===== src/rtl/knights_pkg.sv =====
// Shared constants and FSM state type for the knight's-tour command sequencer.
package knights_pkg;

  localparam logic [7:0] NORTH = 8'h00;
  localparam logic [7:0] SOUTH = 8'h7F;
  localparam logic [7:0] EAST  = 8'hBF;
  localparam logic [7:0] WEST  = 8'h3F;

  localparam logic [3:0] MOVE         = 4'h4;
  localparam logic [3:0] MOVE_FANFARE = 4'h5;

  typedef enum logic [2:0] {
    IDLE,
    VERT,
    HOLD_VERT,
    HORZ,
    HOLD_HORZ
  } state_t;

  // Command word layout: opcode | heading | squares
  function automatic logic [15:0] mk_cmd(input logic [3:0] op,
                                         input logic [7:0] hdg,
                                         input logic [3:0] sq);
    return {op, hdg, sq};
  endfunction

endpackage


===== src/rtl/move_decode.sv =====
// Maps a one-hot knight move to its vertical and horizontal leg commands.
module move_decode
  import knights_pkg::*;
(
  input  logic [7:0]  move_i,
  output logic [15:0] vert_cmd_o,
  output logic [15:0] horz_cmd_o,
  output logic        valid_o
);

  always_comb begin
    vert_cmd_o = '0;
    horz_cmd_o = '0;
    valid_o    = 1'b1;
    case (move_i)
      8'h01: begin vert_cmd_o = mk_cmd(MOVE, NORTH, 4'd2); horz_cmd_o = mk_cmd(MOVE_FANFARE, EAST, 4'd1); end
      8'h02: begin vert_cmd_o = mk_cmd(MOVE, NORTH, 4'd2); horz_cmd_o = mk_cmd(MOVE_FANFARE, WEST, 4'd1); end
      8'h04: begin vert_cmd_o = mk_cmd(MOVE, NORTH, 4'd1); horz_cmd_o = mk_cmd(MOVE_FANFARE, WEST, 4'd2); end
      8'h08: begin vert_cmd_o = mk_cmd(MOVE, SOUTH, 4'd1); horz_cmd_o = mk_cmd(MOVE_FANFARE, WEST, 4'd2); end
      8'h10: begin vert_cmd_o = mk_cmd(MOVE, SOUTH, 4'd2); horz_cmd_o = mk_cmd(MOVE_FANFARE, WEST, 4'd1); end
      8'h20: begin vert_cmd_o = mk_cmd(MOVE, SOUTH, 4'd2); horz_cmd_o = mk_cmd(MOVE_FANFARE, EAST, 4'd1); end
      8'h40: begin vert_cmd_o = mk_cmd(MOVE, SOUTH, 4'd1); horz_cmd_o = mk_cmd(MOVE_FANFARE, EAST, 4'd2); end
      8'h80: begin vert_cmd_o = mk_cmd(MOVE, NORTH, 4'd1); horz_cmd_o = mk_cmd(MOVE_FANFARE, EAST, 4'd2); end
      default: valid_o = 1'b0;
    endcase
  end

endmodule


===== src/rtl/tour_cmd.sv =====
// Sequences a solved knight's tour into vertical/horizontal commands for cmd_proc,
// passing UART commands straight through while idle.
//   state     | meaning
//   IDLE      | UART commands pass through to cmd_proc
//   VERT      | vertical leg offered (first cycle latches the move)
//   HOLD_VERT | vertical leg consumed, waiting for completion
//   HORZ      | horizontal leg offered
//   HOLD_HORZ | horizontal leg consumed, waiting for completion
module tour_cmd
  import knights_pkg::*;
#(
  parameter int NUM_MOVES = 24
) (
  input  logic        clk,
  input  logic        rst_n,
  input  logic        start_tour,
  input  logic [7:0]  move,
  output logic [4:0]  mv_indx,
  input  logic [15:0] cmd_UART,
  input  logic        cmd_rdy_UART,
  input  logic        clr_cmd_rdy,
  input  logic        send_resp,
  output logic [15:0] cmd,
  output logic        cmd_rdy,
  output logic        clr_cmd_rdy_UART,
  output logic [7:0]  resp
);

  localparam logic [4:0] LAST_IDX = 5'(NUM_MOVES - 1);

  state_t      state_q, state_d;
  logic [4:0]  mv_indx_q, mv_indx_d;
  logic [7:0]  move_q, move_d;
  logic        ld_q, ld_d;
  logic [15:0] vert_cmd, horz_cmd;
  logic        move_valid;
  logic        tour_rdy;
  logic        last_move;
  logic        idle_view;

  move_decode u_dec (
    .move_i    (move_q),
    .vert_cmd_o(vert_cmd),
    .horz_cmd_o(horz_cmd),
    .valid_o   (move_valid)
  );

  always_ff @(posedge clk) begin
    if (!rst_n) begin
      state_q   <= IDLE;
      mv_indx_q <= '0;
      move_q    <= '0;
      ld_q      <= 1'b0;
    end else begin
      state_q   <= state_d;
      mv_indx_q <= mv_indx_d;
      move_q    <= move_d;
      ld_q      <= ld_d;
    end
  end

  assign last_move = (mv_indx_q == LAST_IDX);
  // Memory read for the new index lands one cycle after entry, so VERT spends
  // its first cycle latching the move before offering a command.
  assign tour_rdy  = ((state_q == VERT) && !ld_q && move_valid) || (state_q == HORZ);

  always_comb begin
    state_d   = state_q;
    mv_indx_d = mv_indx_q;
    move_d    = ld_q ? move : move_q;
    ld_d      = 1'b0;
    case (state_q)
      IDLE: if (start_tour) begin
        state_d   = VERT;
        mv_indx_d = '0;
        ld_d      = 1'b1;
      end
      VERT: begin
        if (!ld_q) begin
          if (!move_valid)      state_d = IDLE;
          else if (clr_cmd_rdy) state_d = HOLD_VERT;
        end
      end
      HOLD_VERT: if (send_resp) state_d = HORZ;
      HORZ:      if (clr_cmd_rdy) state_d = HOLD_HORZ;
      HOLD_HORZ: if (send_resp) begin
        if (last_move) begin
          state_d = IDLE;
        end else begin
          state_d   = VERT;
          mv_indx_d = mv_indx_q + 5'd1;
          ld_d      = 1'b1;
        end
      end
      default: state_d = IDLE;
    endcase
  end

  // Reset is synchronous, so the output mux treats rst_n low as idle immediately.
  assign idle_view = (state_q == IDLE) || !rst_n;

  always_comb begin
    cmd              = vert_cmd;
    cmd_rdy          = tour_rdy;
    clr_cmd_rdy_UART = 1'b0;
    resp             = 8'h5A;
    if (idle_view) begin
      cmd              = cmd_UART;
      cmd_rdy          = cmd_rdy_UART;
      clr_cmd_rdy_UART = clr_cmd_rdy;
      resp             = 8'hA5;
    end else begin
      if ((state_q == HORZ) || (state_q == HOLD_HORZ)) cmd = horz_cmd;
      if ((state_q == HOLD_HORZ) && last_move)         resp = 8'hA5;
    end
  end

  assign mv_indx = mv_indx_q;

endmodule


===== config.mk =====
export PLATFORM = sky130hd
export DESIGN_NAME = tour_cmd
export DESIGN_NICKNAME = d
export VERILOG_FILES = /design/src/rtl/knights_pkg.sv /design/src/rtl/move_decode.sv /design/src/rtl/tour_cmd.sv
export SDC_FILE = /design/constraint.sdc
export NUM_CORES = 1
export LEC_CHECK = 0
export CORE_ASPECT_RATIO = 0.9
export CORE_UTILIZATION = 47
export CTS_BUF_LIST = sky130_fd_sc_hd__clkbuf_8
export DETAILED_ROUTE_END_ITERATION = 10
export PLACE_DENSITY = 0.87
export SYNTH_ARGS = -nofsm -noshare
export SYNTH_HDL_FRONTEND = slang
export SYNTH_HIERARCHICAL = 1
export SYNTH_SLANG_ARGS = --single-unit
export TNS_END_PERCENT = 100

===== constraint.sdc =====
create_clock -name clk -period 2.5 [get_ports clk]
set_clock_uncertainty 0.2 [all_clocks]
set_input_delay 0.375 -clock clk [delete_from_list [all_inputs] [get_ports clk]]
set_output_delay 0.375 -clock clk [all_outputs]
set_load 0.005 [all_outputs]

After elaboration in Yosys (flattened, before gate mapping)
Index checks and enable logic that the tools add are counted.

operators by class
  reductions and logical operators = 21
  shift-type cells = 0
  bitwise gates (word level) = 0
  add/sub/neg operators = 1
  magnitude comparators = 0
  equal/unequal tests = 20
  multiplexer cells = 26
  div/mod/pow operators = 0
  multiply operators = 0

operators by type and width
  operator                                              count
  case mux 15 bit (4 select lines)                      2
  2-to-1 mux 16 bit                                     2
  2-to-1 mux 3 bit                                      7
  2-to-1 mux 8 bit                                      2
  OR reduction 2 bit                                    8
  2-to-1 mux 5 bit                                      3
  case mux 3 bit (5 select lines)                       1
  != test 2 bit (second input constant)                 6
  case mux 5 bit (2 select lines)                       1
  equality test 8 x 1 -> 1 bit (second input constant)  1
  equality test 8 x 2 -> 1 bit (second input constant)  1
  equality test 8 x 3 -> 1 bit (second input constant)  1
  equality test 8 x 4 -> 1 bit (second input constant)  1
  equality test 8 x 5 -> 1 bit (second input constant)  1
  equality test 8 x 6 -> 1 bit (second input constant)  1
  equality test 8 x 7 -> 1 bit (second input constant)  1
  equality test 8 bit (second input constant)           1
  OR reduction 8 bit                                    1
  2-to-1 mux 1 bit                                      7
  equality test 3 x 2 -> 1 bit (second input constant)  2
  AND reduction 6 bit                                   1
  adder 5 x 1 -> 5 bit (second input constant)          1
  equality test 5 bit (second input constant)           1
  AND reduction 4 bit                                   1
  9 further kinds                                       14

word-level totals
  input port bits = 30
  register bits after elaboration = 17
  memory bits (writable) = 0
  memories kept = 0
  memory bits (read-only) = 0
  word-level logic and storage cells = 72
  bits in latches = 0
  output and inout port bits = 31

Logic depth before layout (Yosys ltp)
Gate-level depths: netlist of run 1.

  depth after elaboration = 6
  mapped depth = 9

Hierarchy
The synthesis of run 1 kept the hierarchy.

modules (own cells, without submodules)
  module       area an instance (um^2)  sequential area each (um^2)  cells each  instances
  tour_cmd     1257.5                   340.3                        151         1
  move_decode  462.9                    0.0                          60          1

Worst setup path before layout of run 1
OpenSTA, ideal clock, no wires.

  path kind = register to output
  from = register move_q[5]
  to = output port cmd[5]
  buffers on the path = 2
  setup slack = 0.079 ns
  arrival = 1.846 ns
  stages on the path, launching flop included = 9
  cell sequence = dfxtp_1 -> buf_6 -> or2_1 -> a21oi_1 -> o21ai_1 -> a2111oi_2 -> buf_4 -> mux2i_1 -> o21ai_1

between the ends
  cells in the longest elaborated chain, start to end = 5
  elaborated cells on any way between the ends = 20
  those cells by class = eq/ne (8); mux (4); reduce/logical (8)

ends and longest elaborated chain
  item                                                        RTL line           source
  start: declaration                                          tour_cmd.sv:33     logic [7:0] move_q, move_d;
  start signal: assignment                                    tour_cmd.sv:57     move_q <= move_d;
  equality test 8 x 3 -> 1 bit, or another cell as far along  move_decode.sv:15  case (move_i)
  OR reduction 2 bit (no line)                                --
  case mux 15 bit (4 select lines) (*)                        move_decode.sv:15
  via vert_cmd[5]                                             tour_cmd.sv:35     logic [15:0] vert_cmd, horz_cmd;
  2-to-1 mux 16 bit (*)                                       tour_cmd.sv:113    if ((state_q == HORZ) || (state_q == HOLD_HORZ)) cmd = horz_cmd;
  2-to-1 mux 16 bit (*)                                       tour_cmd.sv:107    if (idle_view) begin
  end: declaration                                            tour_cmd.sv:23     output logic [15:0] cmd,

Mark *: on every way through the listed nets, which the timed path passes. The rest lies on a longest branch.

Worst setup path after layout of run 1
  from = register move_q[6]
  to = output port cmd[5]

between the ends
  cells in the longest elaborated chain, start to end = 5
  elaborated cells on any way between the ends = 20
  those cells by class = eq/ne (8); mux (4); reduce/logical (8)

ends and longest elaborated chain
  item                                                        RTL line
  equality test 8 x 3 -> 1 bit, or another cell as far along  move_decode.sv:15
  OR reduction 2 bit (no line)                                --
  case mux 15 bit (4 select lines)                            move_decode.sv:15
  2-to-1 mux 16 bit (*)                                       tour_cmd.sv:113
  2-to-1 mux 16 bit (*)                                       tour_cmd.sv:107

Every way passes the cells marked *; elsewhere a longest branch is shown, timed or not.

==> reports/qor_table.md, run 1 <==
| Metric | Value | Unit |
| --- | --- | --- |
| Starting Density | 50.18 | % |
| Antenna-violating nets left | 0 | - |
| Worst endpoint required time | 1920 | ps |
| Grt met2 use | 42.71 | % |
| Fmax | 379.3 | MHz |
| Largest net degree at the start of global routing | 18 | - |
| Slew @ Worst Pin | 562.5 | ps |
| RSZ-0062 raised after global routing | true | - |
| # DRC | 0 | - |
| Num ports | 61 | - |
| Grt peak-use layer | met2 | - |
| Core ar. | 3428 | um^2 |
| Source-to-sink clock delay at the later pin of the worst-skew pair | 260 | ps |
| Max-cap violations | 0 | - |
| Data arrival time of the worst path | 2060 | ps |
| Worst Min Path Start | state_q[2] | - |
| Post-Syn Area per Cell | 8.154 | um^2 |
| Clock sink total | 17 | - |
| Internal Pwr Total | 669.1 | uW |
| Reg-to-reg critical path startpoint | move_q[1] | - |
| Synthesized instance count | 211 | - |
| Non-filler instance count after layout | 328 | - |
| Cell types with the largest area share after synthesis | dfxtp_1 20%, buf_4 14%, mux2i_1 14% | - |
| Setup WS post-layout | -136.2 | ps |
| Sequential cell area fraction in the yosys report | 19.78 | % |
| Length in cells of the worst reg-to-reg path | 9 | - |
| Max H-tree Level | 1 | - |
| Area added between synthesis and finish | 48.65 | % |
| Largest fanout of any net on the critical path | 6 | - |
| WHS Endpoint | state_q[1] | - |
| Switching Fraction | 31.79 | % |
| Violations in the final reports | negative setup slack | - |
| Number of global-route vias before repair | 1,524 | - |
| Setup slack of the most critical reg-to-reg path | 390 | ps |
| Height of the die | 59.40 | um |
| Worst min-delay path category | register to register | - |
| Area share of the largest cell type after synthesis | 19.78 | % |
| Placed wire-length estimate | 2930 | um |
| Total power density per cell area | 383.6 | nW/um^2 |
| Minimum clock period after layout | 2636 | ps |
| Type of element capturing the critical path | output pin | - |
| N_diodes | 0 | - |
| GR Layer Usage met3 | 4.231 | % |
| Clock transition time at the flip-flop clock pins of the worst setup and hold paths | 70 | ps |
| Final hold viol count | 0 | - |
| Primary flip-flop cell chosen by synthesis mapping | dfxtp_1 | - |
| Relative slew margins | 62.33 | % |
| Last weighted congestion value of the routability-driven placer | 0.8272 | - |
| Mapped Area | 1720 | um^2 |
| Ratio of cells with drive above 1 in the final layout | 31.34 | % |
| Post-route clock period utilization | 105.4 | % |
| Quantity of I/O buffers inserted on ports | 60 | - |
| Overflow after GRT | 0 | - |
| CTS tree | done | - |
| Number of placement rows | 20 | - |
| Detailed-route wire length per cell | 13.31 | um |
| Fraction of registers with async set/reset | 0 | % |
| Pre-CTS worst setup slack | -210.2 | ps |
| Combinational share of power | 48.7 | % |
| Setup violation total in the final timing report | 7 | - |
| Vias per std cell | 5.189 | - |
| Layout Utilization | 74.60 | % |
| EDFF count, synth | 0 | - |
| Startpoint Class | register | - |
| Warnings, synthesis | 6 | - |
| Die area | 3907 | um^2 |
| Number of cells in the design after placement | 306 | - |
| 1st-pass router iterations | 4 | - |
| Most common cell in the synthesized netlist | buf_4 | - |
| Number of vias in the routed layout | 1,702 | - |
| Total global-route track usage | 21.86 | % |
| Clock group share of total power | 21.2 | % |
| Net count reported at finish | 316 | - |
| Net switching power | 311.9 | uW |
| Outcome | finished, violations left | - |
| Num CTS Buffers | 3 | - |
| Starting DRC count in detailed routing | 81 | - |
| Post-synth cell types | 52 | - |
| Count of pins over their slew limit | 0 | - |
| Root buffer cell | clkbuf_8 | - |
| Total chip power | 981.0 | uW |
| Wire length of the first global-routing pass | 6548 | um |
| Path type of the worst setup path | register to output pin | - |
| IR Drop Worst-Case VDD | 345.8 | uV |
| Commonest cells in the netlist | 33 x buf_4, 24 x mux2i_1, 20 x nand2_1 | - |
| Initial antenna violation count | 0 | - |
| Leakage Power | 1.082 | nW |
| Die X | 65.78 | um |
| Maximum number of buffers from clock root to sink | 2 | - |
| Global routing met1 resource utilization | 22.99 | % |
| WHS Path Cells | 1 | - |
| Flop pwr share | 30.1 | % |
| Overall routed net length | 4365 | um |
| Cell type with the highest aggregate area in the netlist | dfxtp_1 | - |
| Terminus of the critical flop-to-flop path | state_q[1] | - |
| #FFs+latches synth | 17 | - |
## how the worst max path moves through the flow
| stage | end | depth (start not counted) | start | slack (ps) |
|---|---|---|---|---|
| floorplan | cmd[5] | 8 | move_q[5] | 80 |
| finish | cmd[5] | 10 | move_q[6] | -140 |
| detailed placement | cmd[4] | 7 | move_q[0] | -210 |
| global route | cmd[5] | 10 | move_q[6] | -290 |
| global placement | cmd[4] | 8 | move_q[5] | -180 |
| CTS | cmd[4] | 9 | move_q[6] | -150 |
## power groups by stage
stage	clock (mW)	combinational (mW)	sequential [mW]
3_5_place_dp	0	0.431	0.302
5_1_grt	0.230	0.514	0.298
3_3_place_gp	0	0.424	0.302
4_1_cts	0.213	0.457	0.296
2_1_floorplan	0	0.315	0.295
6_report	0.208	0.478	0.295
## metal layers
layer  vias up  part of all wire (%)  wire length (um)
li1        850                     -                 -
met1       798                    40              1743
met2        47                    54              2371
met3         7                   4.8               209
met4         0                  0.92                40
met5         -                     0                 0
## timing repair
item                                    CTS  global route
endpoints found under the setup margin   25            26
hold buffers                              0             0
pin swaps                                14             7
gates resized for setup                  56            19
setup buffers                            12             6
## registers in the layout, indices dropped and copies added (netlist names)
name,count
state_q,3
move_q,8
mv_indx,5
ld_q,1
## critical path: stages, from the launching register on
cell,delay [ps]
dfxtp_4,370
or2_1,240
a21oi_1,120
o21ai_1,100
a2111oi_2,300
buf_4,190
buf_6,100
buf_6,80
mux2i_1,60
o21ai_1,120
buf_2,130
## stage by stage
stage                     area, um^2  hold WS (ps)  setup TNS (ps)
after floorplan                 1758         276.8               0
after global placement          2298         295.6           -1534
after detailed placement        2298         311.1           -2364
after CTS                       2454         290.8          -818.2
after global routing            2557         288.0           -1934
final                           2557         277.0          -527.8
## cell families (layout without fill, tap and decap cells)
logic type / count (synthesis) / count (layout) / synth area share [%]
adders and majority gates: 1 / 1 / 0.7272
xor gates and xnor gates: 4 / 4 / 2.037
muxes: 25 / 25 / 14.62
and+or+nand+nor: 75 / 75 / 26.33
other: 1 / 11 / 0.2180
DFF: 17 / 17 / 19.78
AOI/OAI and AO/OA: 40 / 40 / 16.58
buffers and inverters: 48 / 111 / 19.71
## cell usage in the layout, fill, tap and decap left out, types with 4 or more instances in the layout
cell type,count
clkdlybuf4s50_1,42
buf_4,37
mux2i_1,24
nand2_1,20
o21ai_1,11
conb_1,11
o21ai_0,10
nor2b_1,9
buf_2,8
nor2_1,7
dfxtp_1,7
nand3_1,6
dfxtp_2,5
dfxtp_4,5
dlymetal6s2s_1,5
dlygate4sd2_1,5
buf_6,5
inv_1,4
## cell type report
| cell class | instances | area [um^2] |
|---|---|---|
| flip-flops and latches | 17 | 365.4 |
| multi-input cells | 156 | 1156 |
| clock buffers | 3 | 41.29 |
| fillers | 260 | 870.8 |
| repair buffers | 103 | 920.9 |
| clock inverters | 1 | 3.754 |
| well taps | 44 | 55.05 |
| inverters | 4 | 15.01 |
No activity file was read; power rests on OpenSTA's default activity.
==> run 2, diff against run 1 <==
SLEW_MARGIN = 30   (was not set)
clock period = 2.7 ns   (was 2.5 ns; I/O delays follow)
==> run 2 against run 1 <==
  * The run now ends clean
  * Clock-buffer cell count unchanged
  * Clock power shrank 3%
  * Cell count decreased by 0.30%
  * Sequential cell count stayed put
  * Power fell by 4.0%
  * Core utilization up 0.40 points
  * Worst hold slack improved by 15 ps
  * Register-to-register slack better by 80 ps
  * Via count is 2.8% lower
  * Critical endpoint is now cmd[14]
  * Largest cell class unchanged
  * Largest power group unchanged
  * Highest routed layer unchanged
==> reports/qor_table.md, run 2 (synthesis results as in run 1) <==
| Metric | Value | Unit |
| --- | --- | --- |
| Outcome | finished clean | - |
| Slew @ Worst Pin | 561.6 | ps |
| Clock sink total | 17 | - |
| Grt peak-use layer | met2 | - |
| RSZ-0062 raised after global routing | true | - |
| Number of vias in the routed layout | 1,654 | - |
| Final hold slack | 292.4 | ps |
| Relative slew margins | 62.38 | % |
| Largest net degree at the start of global routing | 22 | - |
| CP startpoint | move_q[6] | - |
| Net switching power | 300.7 | uW |
| Grt met2 use | 37.76 | % |
| Non-filler instance count after layout | 327 | - |
| Number of cells in the design after placement | 304 | - |
| Worst min-delay path category | register to register | - |
| Height of the die | 59.40 | um |
| Starting Density | 50.18 | % |
| Wire length of the first global-routing pass | 6141 | um |
| Path type of the worst setup path | register to output pin | - |
| Ratio of cells with drive above 1 in the final layout | 31.10 | % |
| Number of global-route vias before repair | 1,420 | - |
| Max FFs per register | 8 | - |
| Post-route clock period utilization | 99.65 | % |
| Total power density per cell area | 366.5 | nW/um^2 |
| Commonest non-fill, non-tap cell in the layout | clkdlybuf4s50_1 | - |
| Startpoint Class | register | - |
| IR Drop Worst-Case VDD | 238.7 | uV |
| Die X | 65.78 | um |
| Num ports | 61 | - |
| Data arrival time of the worst path | 2090 | ps |
| Fill count | 254 | - |
| CTS tree | done | - |
| WHS Path Cells | 1 | - |
| Commonest non-fill, non-tap cells in the layout | 48 x clkdlybuf4s50_1, 37 x buf_4, 23 x mux2i_1 | - |
| Type of element capturing the critical path | output pin | - |
| Largest fanout of any net on the critical path | 8 | - |
| Num CTS Buffers | 3 | - |
| Quantity of I/O buffers inserted on ports | 60 | - |
| Terminus of the critical flop-to-flop path | state_q[0] | - |
| Sequential cell area in the final layout | 362.8 | um^2 |
| Core ar. | 3428 | um^2 |
| Starting DRC count in detailed routing | 60 | - |
| Fmax | 371.7 | MHz |
| Total chip power | 942.3 | uW |
| N_diodes | 0 | - |
| Total global-route track usage | 20.12 | % |
| Max-cap violations | 0 | - |
| Post-route standard cell area excluding fillers | 2571 | um^2 |
| GR Layer Usage met3 | 3.654 | % |
| # DRC | 0 | - |
| CTS Hold Bufs | 0 | - |
| Overall routed net length | 4237 | um |
| Number of placement rows | 20 | - |
| Reg-to-reg critical path startpoint | move_q[6] | - |
| Detailed-route wire length per cell | 12.96 | um |
| Internal Pwr Total | 641.6 | uW |
| Root buffer cell | clkbuf_8 | - |
| Clock group share of total power | 21.4 | % |
| Setup WS post-layout | 9.345 | ps |
| Die area | 3907 | um^2 |
| Final hold viol count | 0 | - |
| Minimum clock period after layout | 2691 | ps |
| Length in cells of the worst reg-to-reg path | 10 | - |
| Combinational share of power | 49.5 | % |
| Last weighted congestion value of the routability-driven placer | 0.8433 | - |
| Sum of negative setup slack | 0 | ps |
| Pre-CTS worst setup slack | -68.17 | ps |
| Source-to-sink clock delay at the later pin of the worst-skew pair | 260 | ps |
| Placed wire-length estimate | 2865 | um |
| Worst endpoint required time | 2100 | ps |
| Vias per std cell | 5.058 | - |
| Clock transition time at the flip-flop clock pins of the worst setup and hold paths | 80 | ps |
| WHS Endpoint | state_q[1] | - |
| Overflow after GRT | 0 | - |
| Max H-tree Level | 1 | - |
| Switching Fraction | 31.91 | % |
| Global routing met1 resource utilization | 23.95 | % |
| Multi-input combinational cell area | 1155 | um^2 |
| Setup violation total in the final timing report | 0 | - |
| Layout Utilization | 75.00 | % |
| Maximum number of buffers from clock root to sink | 2 | - |
| Leakage Power | 1.060 | nW |
| Worst Min Path Start | state_q[2] | - |
| Biggest register | move_q | - |
| Flop pwr share | 29.1 | % |
| Setup slack of the most critical reg-to-reg path | 470 | ps |
| Area added between synthesis and finish | 49.45 | % |
| Count of pins over their slew limit | 0 | - |
| 1st-pass router iterations | 4 | - |
| Area of placed instances | 2283 | um^2 |
| Net count reported at finish | 315 | - |
| Initial antenna violation count | 0 | - |
| Antenna-violating nets left | 0 | - |
[run 2: cell types whose count changed in the layout (fill, tap and decap cells not counted), sizes merged, moves of 2 or more]
cell	before	now
dlymetal6s2s	5	3
clkdlybuf4s50	42	48
buf	51	44
dlygate4sd2	5	3
clkbuf	3	7
[run 2: layer usage]
| layer | up-vias | part of all wire, % |
|---|---|---|
| met5 | - | 0 |
| met4 | 0 | 0.94 |
| met3 | 5 | 4.3 |
| met2 | 42 | 54 |
| met1 | 760 | 41 |
| li1 | 847 | - |
[run 2: final cells by class]
class	instances	area share [%]
Multi-Input combinational cell	156	44.91
Timing Repair Buffer	102	36.35
Sequential cell	17	14.11
Tap cell	44	2.141
Clock buffer	3	1.606
Inverter	4	0.5839
Clock inverter	1	0.2920
[run 2: how the worst max path moves through the flow]
stage / endpoint
floorplan: cmd[5]
CTS: cmd[8]
finish: cmd[14]
global placement: cmd[4]
global route: cmd_rdy
detailed placement: cmd[14]
[run 2: repair_timing]
item,CTS,global route
gates resized for setup,28,29
pin swaps,0,13
endpoints found under the setup margin,13,18
buffers inserted,1,18
[run 2: critical path, stage by stage (launching register included)]
cell	delay, ps
dfxtp_4	370
xor2_1	170
a221oi_2	390
nor4_4	100
or2_4	300
buf_4	140
mux2i_2	180
o21ai_2	70
clkbuf_2	110
[run 2: power by group through the flow]
stage	combinational (mW)	clock [mW]	sequential, mW
after floorplan	0.291	0	0.274
after global placement	0.394	0	0.279
after detailed placement	0.399	0	0.280
after CTS	0.409	0.207	0.277
after global routing	0.507	0.218	0.276
final	0.467	0.202	0.274
